`config.mk`:
```
export PLATFORM = sky130hd
export DESIGN_NAME = multicycle_controller_flat
export DESIGN_NICKNAME = d
export VERILOG_FILES = /design/src/rtl/riscv_ctrl_pkg.sv /design/src/rtl/multicycle_controller_if.sv /design/src/rtl/alu_decoder.sv /design/src/rtl/multicycle_controller.sv /design/src/flat_wrapper.sv
export SDC_FILE = /design/constraint.sdc
export NUM_CORES = 1
export LEC_CHECK = 0
export ABC_AREA = 1
export ABC_CLOCK_PERIOD_IN_PS = 1150
export BUFFER_PORTS_ARGS = -buffer_cell sky130_fd_sc_hd__buf_4
export CAP_MARGIN = 20
export CORE_UTILIZATION = 39
export CTS_CLUSTER_SIZE = 8
export DETAILED_ROUTE_END_ITERATION = 7
export GPL_ROUTABILITY_DRIVEN = 0
export GPL_TIMING_DRIVEN = 0
export PLACE_DENSITY = 0.74
export SLEW_MARGIN = 25
export SYNTH_ARGS = -nofsm -noshare
export SYNTH_HDL_FRONTEND = slang
export SYNTH_SLANG_ARGS = --single-unit
```
`constraint.sdc`:
```
create_clock -name clk -period 1.15 [get_ports clk]
set_input_delay 0.0575 -clock clk [delete_from_list [all_inputs] [get_ports clk]]
set_output_delay 0.0575 -clock clk [all_outputs]
set_load 0.02 [all_outputs]
```
`src/rtl/riscv_ctrl_pkg.sv`:
```
// Shared encodings for the multicycle RV32I control unit: FSM states, opcodes,
// ALU operations and the datapath multiplexer selects.
package riscv_ctrl_pkg;

    typedef enum logic [3:0] {
        ST_FETCH    = 4'd0,
        ST_DECODE   = 4'd1,
        ST_MEMADR   = 4'd2,
        ST_MEMREAD  = 4'd3,
        ST_MEMWB    = 4'd4,
        ST_MEMWRITE = 4'd5,
        ST_EXECUTER = 4'd6,
        ST_EXECUTEI = 4'd7,
        ST_ALUWB    = 4'd8,
        ST_JAL      = 4'd9,
        ST_BRANCH   = 4'd10
    } state_t;

    localparam logic [6:0] OP_LOAD   = 7'b0000011;
    localparam logic [6:0] OP_STORE  = 7'b0100011;
    localparam logic [6:0] OP_RTYPE  = 7'b0110011;
    localparam logic [6:0] OP_ITYPE  = 7'b0010011;
    localparam logic [6:0] OP_JAL    = 7'b1101111;
    localparam logic [6:0] OP_BRANCH = 7'b1100011;

    localparam logic [2:0] ALU_ADD = 3'b000;
    localparam logic [2:0] ALU_SUB = 3'b001;
    localparam logic [2:0] ALU_AND = 3'b010;
    localparam logic [2:0] ALU_OR  = 3'b011;
    localparam logic [2:0] ALU_SLT = 3'b101;

    // Coarse ALU request from the FSM; ALUOP_FUNCT defers to funct3/funct7.
    localparam logic [1:0] ALUOP_ADD   = 2'b00;
    localparam logic [1:0] ALUOP_SUB   = 2'b01;
    localparam logic [1:0] ALUOP_FUNCT = 2'b10;

    localparam logic [1:0] RES_ALUOUT    = 2'b00;
    localparam logic [1:0] RES_DATA      = 2'b01;
    localparam logic [1:0] RES_ALURESULT = 2'b10;

    localparam logic [1:0] SRCA_PC    = 2'b00;
    localparam logic [1:0] SRCA_OLDPC = 2'b01;
    localparam logic [1:0] SRCA_RS1   = 2'b10;

    localparam logic [1:0] SRCB_RS2  = 2'b00;
    localparam logic [1:0] SRCB_IMM  = 2'b01;
    localparam logic [1:0] SRCB_FOUR = 2'b10;

    localparam logic [1:0] IMM_I = 2'b00;
    localparam logic [1:0] IMM_S = 2'b01;
    localparam logic [1:0] IMM_B = 2'b10;
    localparam logic [1:0] IMM_J = 2'b11;

endpackage

```
`src/rtl/multicycle_controller_if.sv`:
```
// Instruction fields and status flowing from the datapath to the controller,
// and the control strobes/selects flowing back.
interface multicycle_controller_if;

    logic [6:0] op;
    logic [2:0] funct3;
    logic       funct7b5;
    logic       zero;

    logic       pc_write;
    logic       adr_src;
    logic       mem_write;
    logic       ir_write;
    logic       reg_write;
    logic [1:0] result_src;
    logic [1:0] alu_src_a;
    logic [1:0] alu_src_b;
    logic [1:0] imm_src;
    logic [2:0] alu_control;

    // Datapath side owns the instruction fields and the zero flag.
    modport master (
        output op, funct3, funct7b5, zero,
        input  pc_write, adr_src, mem_write, ir_write, reg_write,
        input  result_src, alu_src_a, alu_src_b, imm_src, alu_control
    );

    modport slave (
        input  op, funct3, funct7b5, zero,
        output pc_write, adr_src, mem_write, ir_write, reg_write,
        output result_src, alu_src_a, alu_src_b, imm_src, alu_control
    );

endinterface

```
`src/rtl/alu_decoder.sv`:
```
// Maps the FSM's coarse ALU request plus funct fields onto an ALU operation.
module alu_decoder
    import riscv_ctrl_pkg::*;
(
    input  logic [1:0] alu_op_i,
    input  logic [2:0] funct3_i,
    input  logic       op5_i,
    input  logic       funct7b5_i,
    output logic [2:0] alu_control_o
);

    // Only R-type (op[5]=1) may select sub; addi ignores funct7b5.
    always_comb begin
        alu_control_o = ALU_ADD;
        case (alu_op_i)
            ALUOP_SUB:   alu_control_o = ALU_SUB;
            ALUOP_FUNCT: begin
                case (funct3_i)
                    3'b000:  alu_control_o = (op5_i & funct7b5_i) ? ALU_SUB : ALU_ADD;
                    3'b010:  alu_control_o = ALU_SLT;
                    3'b110:  alu_control_o = ALU_OR;
                    3'b111:  alu_control_o = ALU_AND;
                    default: alu_control_o = ALU_ADD;
                endcase
            end
            default:     alu_control_o = ALU_ADD;
        endcase
    end

endmodule

```
`src/rtl/multicycle_controller.sv`:
```
// Main FSM of the multicycle RV32I core with Moore-decoded control outputs.
// Reset forces FETCH-style selects with every write strobe suppressed.
module multicycle_controller
    import riscv_ctrl_pkg::*;
(
    input  logic                    clk,
    input  logic                    reset,
    multicycle_controller_if.slave  bus
);

    state_t     state_q;
    state_t     state_d;
    state_t     out_state;
    logic [1:0] alu_op;
    logic [2:0] alu_control;
    logic       branch_taken;
    logic       pc_write;
    logic       adr_src;
    logic       mem_write;
    logic       ir_write;
    logic       reg_write;
    logic [1:0] result_src;
    logic [1:0] alu_src_a;
    logic [1:0] alu_src_b;
    logic [1:0] imm_src;

    always_comb begin
        state_d = ST_FETCH;
        case (state_q)
            ST_FETCH:    state_d = ST_DECODE;
            ST_DECODE: begin
                case (bus.op)
                    OP_LOAD, OP_STORE: state_d = ST_MEMADR;
                    OP_RTYPE:          state_d = ST_EXECUTER;
                    OP_ITYPE:          state_d = ST_EXECUTEI;
                    OP_JAL:            state_d = ST_JAL;
                    OP_BRANCH:         state_d = ST_BRANCH;
                    default:           state_d = ST_FETCH;
                endcase
            end
            ST_MEMADR:   state_d = (bus.op == OP_STORE) ? ST_MEMWRITE : ST_MEMREAD;
            ST_MEMREAD:  state_d = ST_MEMWB;
            ST_EXECUTER: state_d = ST_ALUWB;
            ST_EXECUTEI: state_d = ST_ALUWB;
            ST_JAL:      state_d = ST_ALUWB;
            default:     state_d = ST_FETCH;
        endcase
    end

    always_ff @(posedge clk) begin
        if (reset) state_q <= ST_FETCH;
        else       state_q <= state_d;
    end

    // During reset the selects already look like FETCH; strobes are masked below.
    assign out_state = reset ? ST_FETCH : state_q;

    assign branch_taken = (bus.funct3 == 3'b000) ? bus.zero :
                          (bus.funct3 == 3'b001) ? ~bus.zero : 1'b0;

    always_comb begin
        pc_write   = 1'b0;
        adr_src    = 1'b0;
        mem_write  = 1'b0;
        ir_write   = 1'b0;
        reg_write  = 1'b0;
        result_src = RES_ALUOUT;
        alu_src_a  = SRCA_PC;
        alu_src_b  = SRCB_RS2;
        alu_op     = ALUOP_ADD;
        case (out_state)
            ST_FETCH: begin
                ir_write   = 1'b1;
                pc_write   = 1'b1;
                alu_src_b  = SRCB_FOUR;
                result_src = RES_ALURESULT;
            end
            ST_DECODE: begin
                alu_src_a = SRCA_OLDPC;
                alu_src_b = SRCB_IMM;
            end
            ST_MEMADR: begin
                alu_src_a = SRCA_RS1;
                alu_src_b = SRCB_IMM;
            end
            ST_MEMREAD:  adr_src = 1'b1;
            ST_MEMWB: begin
                result_src = RES_DATA;
                reg_write  = 1'b1;
            end
            ST_MEMWRITE: begin
                adr_src   = 1'b1;
                mem_write = 1'b1;
            end
            ST_EXECUTER: begin
                alu_src_a = SRCA_RS1;
                alu_op    = ALUOP_FUNCT;
            end
            ST_EXECUTEI: begin
                alu_src_a = SRCA_RS1;
                alu_src_b = SRCB_IMM;
                alu_op    = ALUOP_FUNCT;
            end
            ST_ALUWB:    reg_write = 1'b1;
            ST_JAL: begin
                alu_src_a = SRCA_OLDPC;
                alu_src_b = SRCB_FOUR;
                pc_write  = 1'b1;
            end
            ST_BRANCH: begin
                alu_src_a = SRCA_RS1;
                alu_op    = ALUOP_SUB;
                pc_write  = branch_taken;
            end
            default: ;
        endcase
    end

    always_comb begin
        case (bus.op)
            OP_LOAD, OP_ITYPE: imm_src = IMM_I;
            OP_STORE:          imm_src = IMM_S;
            OP_BRANCH:         imm_src = IMM_B;
            OP_JAL:            imm_src = IMM_J;
            default:           imm_src = IMM_I;
        endcase
    end

    alu_decoder u_alu_decoder (
        .alu_op_i      (alu_op),
        .funct3_i      (bus.funct3),
        .op5_i         (bus.op[5]),
        .funct7b5_i    (bus.funct7b5),
        .alu_control_o (alu_control)
    );

    assign bus.pc_write    = pc_write  & ~reset;
    assign bus.mem_write   = mem_write & ~reset;
    assign bus.ir_write    = ir_write  & ~reset;
    assign bus.reg_write   = reg_write & ~reset;
    assign bus.adr_src     = adr_src;
    assign bus.result_src  = result_src;
    assign bus.alu_src_a   = alu_src_a;
    assign bus.alu_src_b   = alu_src_b;
    assign bus.imm_src     = imm_src;
    assign bus.alu_control = alu_control;

endmodule

```
`src/flat_wrapper.sv`:
```
// flat-port wrapper written by rule: the top's interface ports become plain ports
module multicycle_controller_flat import riscv_ctrl_pkg::*;
  (clk, reset, bus_op, bus_funct3, bus_funct7b5, bus_zero, bus_pc_write, bus_adr_src, bus_mem_write, bus_ir_write, bus_reg_write, bus_result_src, bus_alu_src_a, bus_alu_src_b, bus_imm_src, bus_alu_control);
  multicycle_controller_if bus_i ();
  input  logic clk;
  input  logic reset;
  input wire logic [$bits(bus_i.op)-1:0] bus_op;
  input wire logic [$bits(bus_i.funct3)-1:0] bus_funct3;
  input wire logic [$bits(bus_i.funct7b5)-1:0] bus_funct7b5;
  input wire logic [$bits(bus_i.zero)-1:0] bus_zero;
  output wire logic [$bits(bus_i.pc_write)-1:0] bus_pc_write;
  output wire logic [$bits(bus_i.adr_src)-1:0] bus_adr_src;
  output wire logic [$bits(bus_i.mem_write)-1:0] bus_mem_write;
  output wire logic [$bits(bus_i.ir_write)-1:0] bus_ir_write;
  output wire logic [$bits(bus_i.reg_write)-1:0] bus_reg_write;
  output wire logic [$bits(bus_i.result_src)-1:0] bus_result_src;
  output wire logic [$bits(bus_i.alu_src_a)-1:0] bus_alu_src_a;
  output wire logic [$bits(bus_i.alu_src_b)-1:0] bus_alu_src_b;
  output wire logic [$bits(bus_i.imm_src)-1:0] bus_imm_src;
  output wire logic [$bits(bus_i.alu_control)-1:0] bus_alu_control;
  assign bus_i.op = bus_op;
  assign bus_i.funct3 = bus_funct3;
  assign bus_i.funct7b5 = bus_funct7b5;
  assign bus_i.zero = bus_zero;
  assign bus_pc_write = bus_i.pc_write;
  assign bus_adr_src = bus_i.adr_src;
  assign bus_mem_write = bus_i.mem_write;
  assign bus_ir_write = bus_i.ir_write;
  assign bus_reg_write = bus_i.reg_write;
  assign bus_result_src = bus_i.result_src;
  assign bus_alu_src_a = bus_i.alu_src_a;
  assign bus_alu_src_b = bus_i.alu_src_b;
  assign bus_imm_src = bus_i.imm_src;
  assign bus_alu_control = bus_i.alu_control;
  multicycle_controller u_core (.clk(clk), .reset(reset), .bus(bus_i));
endmodule
```
After elaboration in Yosys (flattened, before gate mapping):

Cells that the tools add are included.

* reductions and logical operators: 12
* bitwise logic cells: 7
* mux-type cells: 19
* eq/ne operators: 28

Operators with widths (number)
* $pmux 4 s5: 2
* $eq 4x3->1 const B: 6
* $eq 4x2->1 const B: 4
* $eq 4x4->1 const B: 4
* $pmux 2 s2: 4
* $eq 7x6->1 const B: 2
* $eq 7x7->1 const B: 2
* $pmux 3 s4: 1
* $reduce_or 2->1: 6
* $eq 4x1->1 const B: 2
* $logic_not 4->1: 2
* $eq 7x2->1 const B: 1
* $eq 7x5->1 const B: 1
* $mux 1: 7
* $eq 3x3->1 const B: 2
* $pmux 2 s3: 1
* $pmux 3 s2: 1
* $reduce_or 3->1: 2
* $and 1x1->1: 5
* $mux 4: 1
* $reduce_or 4->1: 1
* $eq 3x1->1 const B: 1
* $eq 3x2->1 const B: 1
* $logic_not 3->1: 1
* other kinds (5): 6

* word-level logic and storage cells: 67
* output and inout port bits: 16
* flip-flop bits (word level): 4

Longest topological paths before layout:

Gate-level depths: netlist of the first run.

* word-level depth: 6
* mapped depth: 9

Modules after synthesis:

Synthesis of the first run repeated with hierarchy kept, for this count alone.

* cells, all modules: 109
* area, all modules: 570.5 sq um

Modules (own cells, without submodules)
* multicycle_controller: times used 1, area each 479.2 sq um, cells an instance 92, sequential area each 80.1 sq um
* alu_decoder: times used 1, area each 91.3 sq um, cells an instance 17, sequential area each 0.0 sq um

Least setup slack after synthesis of the first run:

No wires, ideal clock.

* path type: register -> output
* start point: reg u_core.state_q[2]
* end point: out bus_alu_control[2]
* cell stages (with the launch flop): 7
* setup slack: -606 ps
* buffers on the path: 0
* required time: 1092 ps
* data arrival time: 1698 ps
* cells stage by stage: dfxtp_1 inv_2 nor2_2 nand2_1 nor2_2 ha_1 nor4_1

* longest elaborated chain between the ends: 6

RTL lines
* from (decl): line multicycle_controller.sv:11 `state_t state_q;`
* from (signal assigned): line multicycle_controller.sv:52 `else state_q <= state_d;`
* $mux 4 *: line multicycle_controller.sv:56 `assign out_state = reset ? ST_FETCH : state_q;`
* $eq 4x3->1: line multicycle_controller.sv:71 `case (out_state)`
* $reduce_or 2->1 (no line)
* $pmux 2 s2 *: line multicycle_controller.sv:71
* $eq 2x2->1 or $eq 2x1->1 (tied branches): line alu_decoder.sv:15 `case (alu_op_i)`
* $pmux 3 s2 *: line alu_decoder.sv:15
* to (decl): line flat_wrapper.sv:20 `output wire logic [$bits(bus_i.alu_control)-1:0] bus_alu_control;`

Mark *: on every way between the ends. The rest lies on a longest branch, timed or not.

Worst setup path after layout of the first run:

* start point: reg u_core.state_q[1]
* end point: out bus_alu_control[2]

The elaborated chain is that of the path after synthesis.

==> results_dict.tcl, run 1 <==
set metrics [dict create \
    h-tree-depth 1 \
    start_util 0.425 \
    synth_top_area_frac 0.181 \
    dr.pass1.iters 4 \
    yosys.area.top_type "nand2_1" \
    final_net_count 162 \
    grt_antenna_before_repair 0 \
    io-pin-count 30 \
    fp.dieW_um 39.9 \
    vias_per_cell 5.16 \
    ys_warn_count 0 \
    p_total_uw 570 \
    r2r_cells 9 \
    avgSynthCellArea_um2 5.38 \
    cp.arrival_ps 1610 \
    drv_cap 0 \
    startpoint "u_core.state_q[1]" \
    dp_hpwl_um 1220 \
    finalMaxSlewViolations 0 \
    ys_ff_latch 4 \
    synthTopCellsByCount "nand2_1 (27), nor2_1 (17), inv_1 (14)" \
    port_buffers 28 \
    max_slew_margin 0.838 \
    violations "setup timing" \
    die_h_um 39.9 \
    routed_wl_um 2050 \
    design.die.area_um2 1590 \
    post-route-drc-count 0 \
    synth.distinct_cells 21 \
    crit_chain "nand2_2 > nor2_4 > nand2_4 > ha_4 > nor4_4 > buf_4" \
    largestRegisters "u_core.state_q x4" \
    gr-total-overflow 0 \
    critical_path_peak_fanout 6 \
    worst_hold_slack_ps 48.0 \
    path_clk_slew_ps 40 \
    ctsHoldBuffers 0 \
    first_iter_violations 14 \
    drive_gt1_frac 0.593 \
    grt-busiest-layer "met2" \
    end_kind "output port" \
    ys_seq_area_frac 0.143 \
    regMostFlops "u_core.state_q" \
    tightest_slew_ps 243 \
    hold_viol_final 0 \
    final.min_clock_period_ps 1670 \
    synth_enable_flop_cells 0 \
    largest_reg_flops 4 \
    whs_path_depth 2 \
    postRouteAntennaNets 0 \
    async_reset_ff_frac 0 \
    yosysMostFrequentCell "nand2_1" \
    hp-class "in -> reg" \
    grt_util_all_layers 0.223 \
    peakVddDrop_v 0.000619 \
    clk_latency_ps 240 \
    placed_cells 147 \
    max_stage_delay_ps 380 \
    hp-start "reset" \
    vias 825 \
    status "complete, but fails checks" \
    cts_sinks 4 \
    syn_area_um2 559 \
    stdcell_count 160 \
    final_design_area_no_fill_um2 1110 \
    max_freq_mhz 598 \
    start_kind "register" \
    period_share 1.45 \
    netlist_top_cells_area "nand2_1 (18%), dfxtp_1 (14%), nor2_1 (11%), inv_1 (9.4%), nor2_2 (5.6%)" \
    wire_per_inst_um 12.8 \
    grt_pass1_vias 653 \
    rows 13 \
    core_area_um2 1320 \
    met2_usage 0.411 \
    diodes 0 \
    rr_endpoint "u_core.state_q[2]" \
    numCtsBuffers 3 \
    finalSetupViolCount 14 \
    grt_pass1_wl_um 2500 \
    finClkSkew_ps 0.796 \
    rsz0062_at_grt "yes" \
    fillers 76 \
    crit_type "reg -> out" \
    rrSetupSlack_ps 50 \
    grt_max_degree 9 \
    required_ps 1090 \
    cpMaxStageDelayCell "dfxtp_4" \
    syn_to_final_growth_pct 97.8 \
    cp_top_family "simple AND/OR/NAND/NOR gates" \
    crit_buf_inv 1 \
    r2r-start "u_core.state_q[0]" \
    clk_path_buf_depth 2 \
    use_met3 0.0170 \
    cts_tree "yes" \
    syn_nets 120 \
    setup_slack_ps -522 \
    dpl_cell_area_um2 857 \
    use_met1 0.279 \
    hold_end "u_core.state_q[1]" \
    powerDensity_nw_per_um2 516 \
    ys.flop_type "dfxtp_1" \
    root_buffer "clkbuf_4" \
    p_leak_uw 0.000546 \
    synth_cells 104 \
]
[cell usage in the layout, fill, tap and decap left out, drive strengths merged]
master / Yosys / final
o221ai: 1 / 1
nand2: 30 / 30
nand4: 4 / 4
clkbuf: 0 / 4
nor3: 1 / 1
dfxtp: 4 / 4
a21oi: 5 / 5
o211ai: 2 / 2
nand3: 4 / 4
o22ai: 2 / 2
nor2: 22 / 22
clkinv: 1 / 1
buf: 1 / 38
inv: 22 / 22
o21ai: 2 / 2
ha: 2 / 2
nor4: 1 / 1
[power by group]
| part | total [uW] | internal [uW] | switching, uW |
|---|---|---|---|
| clock | 198 | 131 | 67.0 |
| combinational | 226 | 101 | 125 |
| sequential | 146 | 138 | 8.22 |
| total | 570 | 370 | 201 |
[metal layers]
metal / share of wire / vias up
met3: 0.052 / 6
met2: 0.53 / 31
li1: - / 410
met1: 0.39 / 378
met5: 0 / -
met4: 0.023 / 0
[cells by family after synthesis]
family	after synthesis	synth area share
AOI/OAI and AO/OA	12	0.134
adders and majority gates	2	0.0447
buffers and inverters	24	0.183
DFF	4	0.143
and+or+nand+nor	62	0.494
[timing repair]
| action | in CTS | in global routing |
|---|---|---|
| setup buffers | 4 | 5 |
| pin swaps | 7 | 6 |
| setup endpoints to repair | 14 | 16 |
| cloned | 0 | 0 |
| resized for setup | 13 | 29 |
[worst max-delay path by stage]
| stage | endpoint | slack [ps] | cells past startpoint |
|---|---|---|---|
| floorplan | bus_alu_control[2] | -230 | 6 |
| global placement | bus_alu_control[2] | -310 | 7 |
| detailed placement | bus_alu_control[2] | -330 | 7 |
| CTS | bus_alu_control[2] | -460 | 6 |
| global route | bus_alu_control[2] | -560 | 6 |
| finish | bus_alu_control[2] | -520 | 6 |
[through the flow]
step                      worst slack (ps)  utilization  TNS [ps]
final                                 -522        0.840     -3610
after CTS                             -462        0.724     -2690
after floorplan                       -235            -      -456
after global routing                  -561        0.840     -4440
after global placement                -314        0.651      -759
after detailed placement              -328        0.651      -798
[cell type report]
| class | count | area (um^2) | area share |
|---|---|---|---|
| plain buffers | 1 | 11.3 | 0.0102 |
| clock buffers | 4 | 26.3 | 0.0238 |
| inverters | 23 | 98.8 | 0.0894 |
| multi-input cells | 76 | 551 | 0.498 |
| flip-flops and latches | 4 | 92.6 | 0.0837 |
| well taps | 15 | 18.8 | 0.0170 |
| repair buffers | 37 | 308 | 0.278 |
(Power assumes the default switching activity.)
==> run 2, diff against run 1 <==
--- a/config.mk
+++ b/config.mk
@@ -14,7 +14,7 @@
 export DETAILED_ROUTE_END_ITERATION = 7
 export GPL_ROUTABILITY_DRIVEN = 0
 export GPL_TIMING_DRIVEN = 0
-export PLACE_DENSITY = 0.74
+export PLACE_DENSITY_LB_ADDON = 0.12
 export SLEW_MARGIN = 25
 export SYNTH_ARGS = -nofsm -noshare
 export SYNTH_HDL_FRONTEND = slang
==> results_dict.tcl, run 2 <==
set metrics [dict create \
    status "did not finish" \
    stop_stage "global routing (5_1_grt)" \
    firstError "[ERROR DPL-0038] Utilization greater than 100%, impossible to legalize" \
    ys_warn_count 0 \
    synth_enable_flop_cells 0 \
    cts_sinks 4 \
    placed_cells 147 \
    dp_hpwl_um 1300 \
    async_reset_ff_frac 0 \
    grt_max_degree 9 \
    root_buffer "clkbuf_4" \
    synth.distinct_cells 21 \
    h-tree-depth 1 \
    ys_ff_latch 4 \
    synth_top_area_frac 0.181 \
    syn_area_um2 559 \
    clk_path_buf_depth 2 \
    netlist_top_cells_area "nand2_1 (18%), dfxtp_1 (14%), nor2_1 (11%), inv_1 (9.4%), nor2_2 (5.6%)" \
    rows 13 \
    synthTopCellsByCount "nand2_1 (27), nor2_1 (17), inv_1 (14)" \
    syn_nets 120 \
    crit_endpoint "bus_alu_control[2]" \
    ys.flop_type "dfxtp_1" \
    ys_seq_area_frac 0.143 \
    start_util 0.425 \
    port_buffers 28 \
    yosysMostFrequentCell "nand2_1" \
    numCtsBuffers 3 \
    yosys.area.top_type "nand2_1" \
    io-pin-count 30 \
    avgSynthCellArea_um2 5.38 \
    die_h_um 39.9 \
    ctsHoldBuffers 0 \
    endpoint_type "primary output" \
    fp.dieW_um 39.9 \
    synth_cells 104 \
]
==> run 2: cell counts after synthesis <==
No cell type changed its count.
==> run 2: logic make-up after synthesis <==
| group | share of synthesized area |
|---|---|
| adders and majority gates | 0.0447 |
| buffers and inverters | 0.183 |
| AOI/OAI and AO/OA | 0.134 |
| and+or+nand+nor | 0.494 |
| DFF | 0.143 |
==> run 2: stage by stage <==
stage	hold slack, ps	setup TNS (ps)	setup WS [ps]	cell area (um^2)
3_5_place_dp	283	-801	-329	857
2_1_floorplan	152	-456	-235	628
3_3_place_gp	281	-711	-304	857
4_1_cts	36.5	-2880	-447	1150
==> run 2: what timing repair did <==
item | 4_1_cts
setup buffers | 16
setup endpoints to repair | 14
pin swaps | 16
resized for setup | 40
==> run 3, diff against run 2 <==
--- a/config.mk
+++ b/config.mk
@@ -6,15 +6,15 @@
 export NUM_CORES = 1
 export LEC_CHECK = 0
 export ABC_AREA = 1
-export ABC_CLOCK_PERIOD_IN_PS = 1150
+export ABC_CLOCK_PERIOD_IN_PS = 1490
 export BUFFER_PORTS_ARGS = -buffer_cell sky130_fd_sc_hd__buf_4
 export CAP_MARGIN = 20
-export CORE_UTILIZATION = 39
-export CTS_CLUSTER_SIZE = 8
+export CORE_AREA = 2 2 63 65
 export DETAILED_ROUTE_END_ITERATION = 7
+export DIE_AREA = 0 0 65 67
 export GPL_ROUTABILITY_DRIVEN = 0
 export GPL_TIMING_DRIVEN = 0
-export PLACE_DENSITY_LB_ADDON = 0.12
+export PLACE_DENSITY_LB_ADDON = 0.15
 export SLEW_MARGIN = 25
 export SYNTH_ARGS = -nofsm -noshare
 export SYNTH_HDL_FRONTEND = slang
==> constraint.sdc (replaced) <==
create_clock -name clk -period 1.49 [get_ports clk]
set_input_delay 0.0745 -clock clk [delete_from_list [all_inputs] [get_ports clk]]
set_output_delay 0.0745 -clock clk [all_outputs]
set_load 0.02 [all_outputs]
==> results_dict.tcl, run 3 (same netlist as run 1, synthesis figures left out) <==
set metrics [dict create \
    status "complete, but fails checks" \
    violations "setup timing" \
    setup_slack_ps -121 \
    finClkSkew_ps 0.562 \
    numCtsBuffers 3 \
    finalSetupTns_ps -235 \
    clk_latency_ps 220 \
    hold_viol_final 0 \
    max_freq_mhz 621 \
    dp_slack_ps -129 \
    grt_util_all_layers 0.0868 \
    largestRegisters "u_core.state_q x4" \
    max_stage_delay_ps 340 \
    p_leak_uw 0.000568 \
    end_kind "output port" \
    cts_tree "yes" \
    start_util 0.155 \
    grt_antenna_before_repair 0 \
    largest_reg_flops 4 \
    crit_chain "inv_4 > nor2_4 > nand2_2 > nor2_4 > ha_4 > nor4_4 > buf_4" \
    regMostFlops "u_core.state_q" \
    gr-total-overflow 0 \
    diodes 0 \
    clk_path_buf_depth 2 \
    final_common_cell "buf_4" \
    hp-class "in -> reg" \
    grt_pass1_wl_um 2990 \
    vias 809 \
    grt_pass1_vias 753 \
    drv_cap 0 \
    fp.dieW_um 65 \
    grt_max_degree 9 \
    postRouteAntennaNets 0 \
    tightest_slew_ps 222 \
    die_h_um 67 \
    peakVddDrop_v 0.000285 \
    period_share 1.08 \
    cpMaxStageDelayCell "dfxtp_2" \
    dr.pass1.iters 4 \
    cp.arrival_ps 1540 \
    path_clk_slew_ps 30 \
    crit_path_frequent_cell "nor2_4" \
    final_cell_mix "buf_4 (42), nand2_1 (24), nor2_1 (16)" \
    first_iter_violations 15 \
    powerDensity_nw_per_um2 440 \
    h-tree-depth 1 \
    design.die.area_um2 4360 \
    drive_gt1_frac 0.537 \
    routed_wl_um 1880 \
    dp_hpwl_um 1400 \
    wire_per_inst_um 9.54 \
    vias_per_cell 4.11 \
    syn_to_final_growth_pct 97.8 \
    finalSetupViolCount 3 \
    final.min_clock_period_ps 1610 \
    utilization 0.307 \
    finalMaxSlewViolations 0 \
    io-pin-count 30 \
    root_buffer "clkbuf_8" \
    port_buffers 28 \
    final_net_count 167 \
    cp_top_family "simple AND/OR/NAND/NOR gates" \
    rows 22 \
    max_slew_margin 0.852 \
    cts_sinks 4 \
    crit_type "reg -> out" \
    core_area_um2 3610 \
    start_kind "register" \
    required_ps 1420 \
    rsz0062_at_grt "yes" \
    post-route-drc-count 0 \
    crit_buf_inv 2 \
    critical_path_peak_fanout 4 \
]
==> run 3: worst register-to-register path: stages, from the launching register on <==
cell	delay, ps
dfxtp_2	320
inv_4	80
buf_4	120
nand2_4	60
buf_4	140
nor2_2	150
nand3_1	100
nand3_1	110
nand2_1	60
inv_1	50
==> run 3: path summary, 6_finish.rpt <==
kind / slack [ps] / cells after the start / to / from
hold / removal: 70 / 2 / u_core.state_q[3] / reset
hold reg to reg: 620 / 4 / u_core.state_q[1] / u_core.state_q[1]
setup reg to reg: 240 / 9 / u_core.state_q[2] / u_core.state_q[2]
setup / recovery: -120 / 7 / bus_alu_control[2] / u_core.state_q[2]
==> run 3: layout make-up <==
cell class	count	area (um^2)
clock buffer	3	41.3
buffer	1	11.3
sequential	4	92.6
inverter	23	96.3
timing repair buffer	42	315
tap	48	60.1
multi-input combinational	76	489
fill	401	2500
==> run 3: what timing repair did <==
| action | CTS | global route |
|---|---|---|
| pin swaps | 6 | 9 |
| endpoints found under the hold margin | 0 | 0 |
| resized for setup | 14 | 16 |
| setup buffers | 5 | 9 |
| hold buffers | 0 | 0 |
| endpoints found under the setup margin | 3 | 6 |
==> run 3: through the flow <==
| stage | instance area (um^2) | power [uW] | hold WS, ps | std cells |
|---|---|---|---|---|
| after floorplan | 574 | 187 | 189 | 104 |
| after global placement | 845 | 246 | 306 | 180 |
| after detailed placement | 845 | 246 | 307 | 180 |
| after CTS | 978 | 483 | 69.6 | 188 |
| after global routing | 1110 | 516 | 89.1 | 197 |
| final | 1110 | 487 | 74.1 | 197 |
==> run 3: metal layers <==
layer  up-vias  wire length [um]  GRT usage
li1        418                 -          -
met1       372               775     0.0905
met2        17              1020      0.164
met3         2                67     0.0203
met4         0                14     0.0399
met5         -                 0          0
==> run 3: report_power, final <==
part	internal (uW)	switching (uW)	total [uW]
clock network	172	57.6	230
logic	63.6	79.6	143
registers	107	6.83	114
total	343	144	487
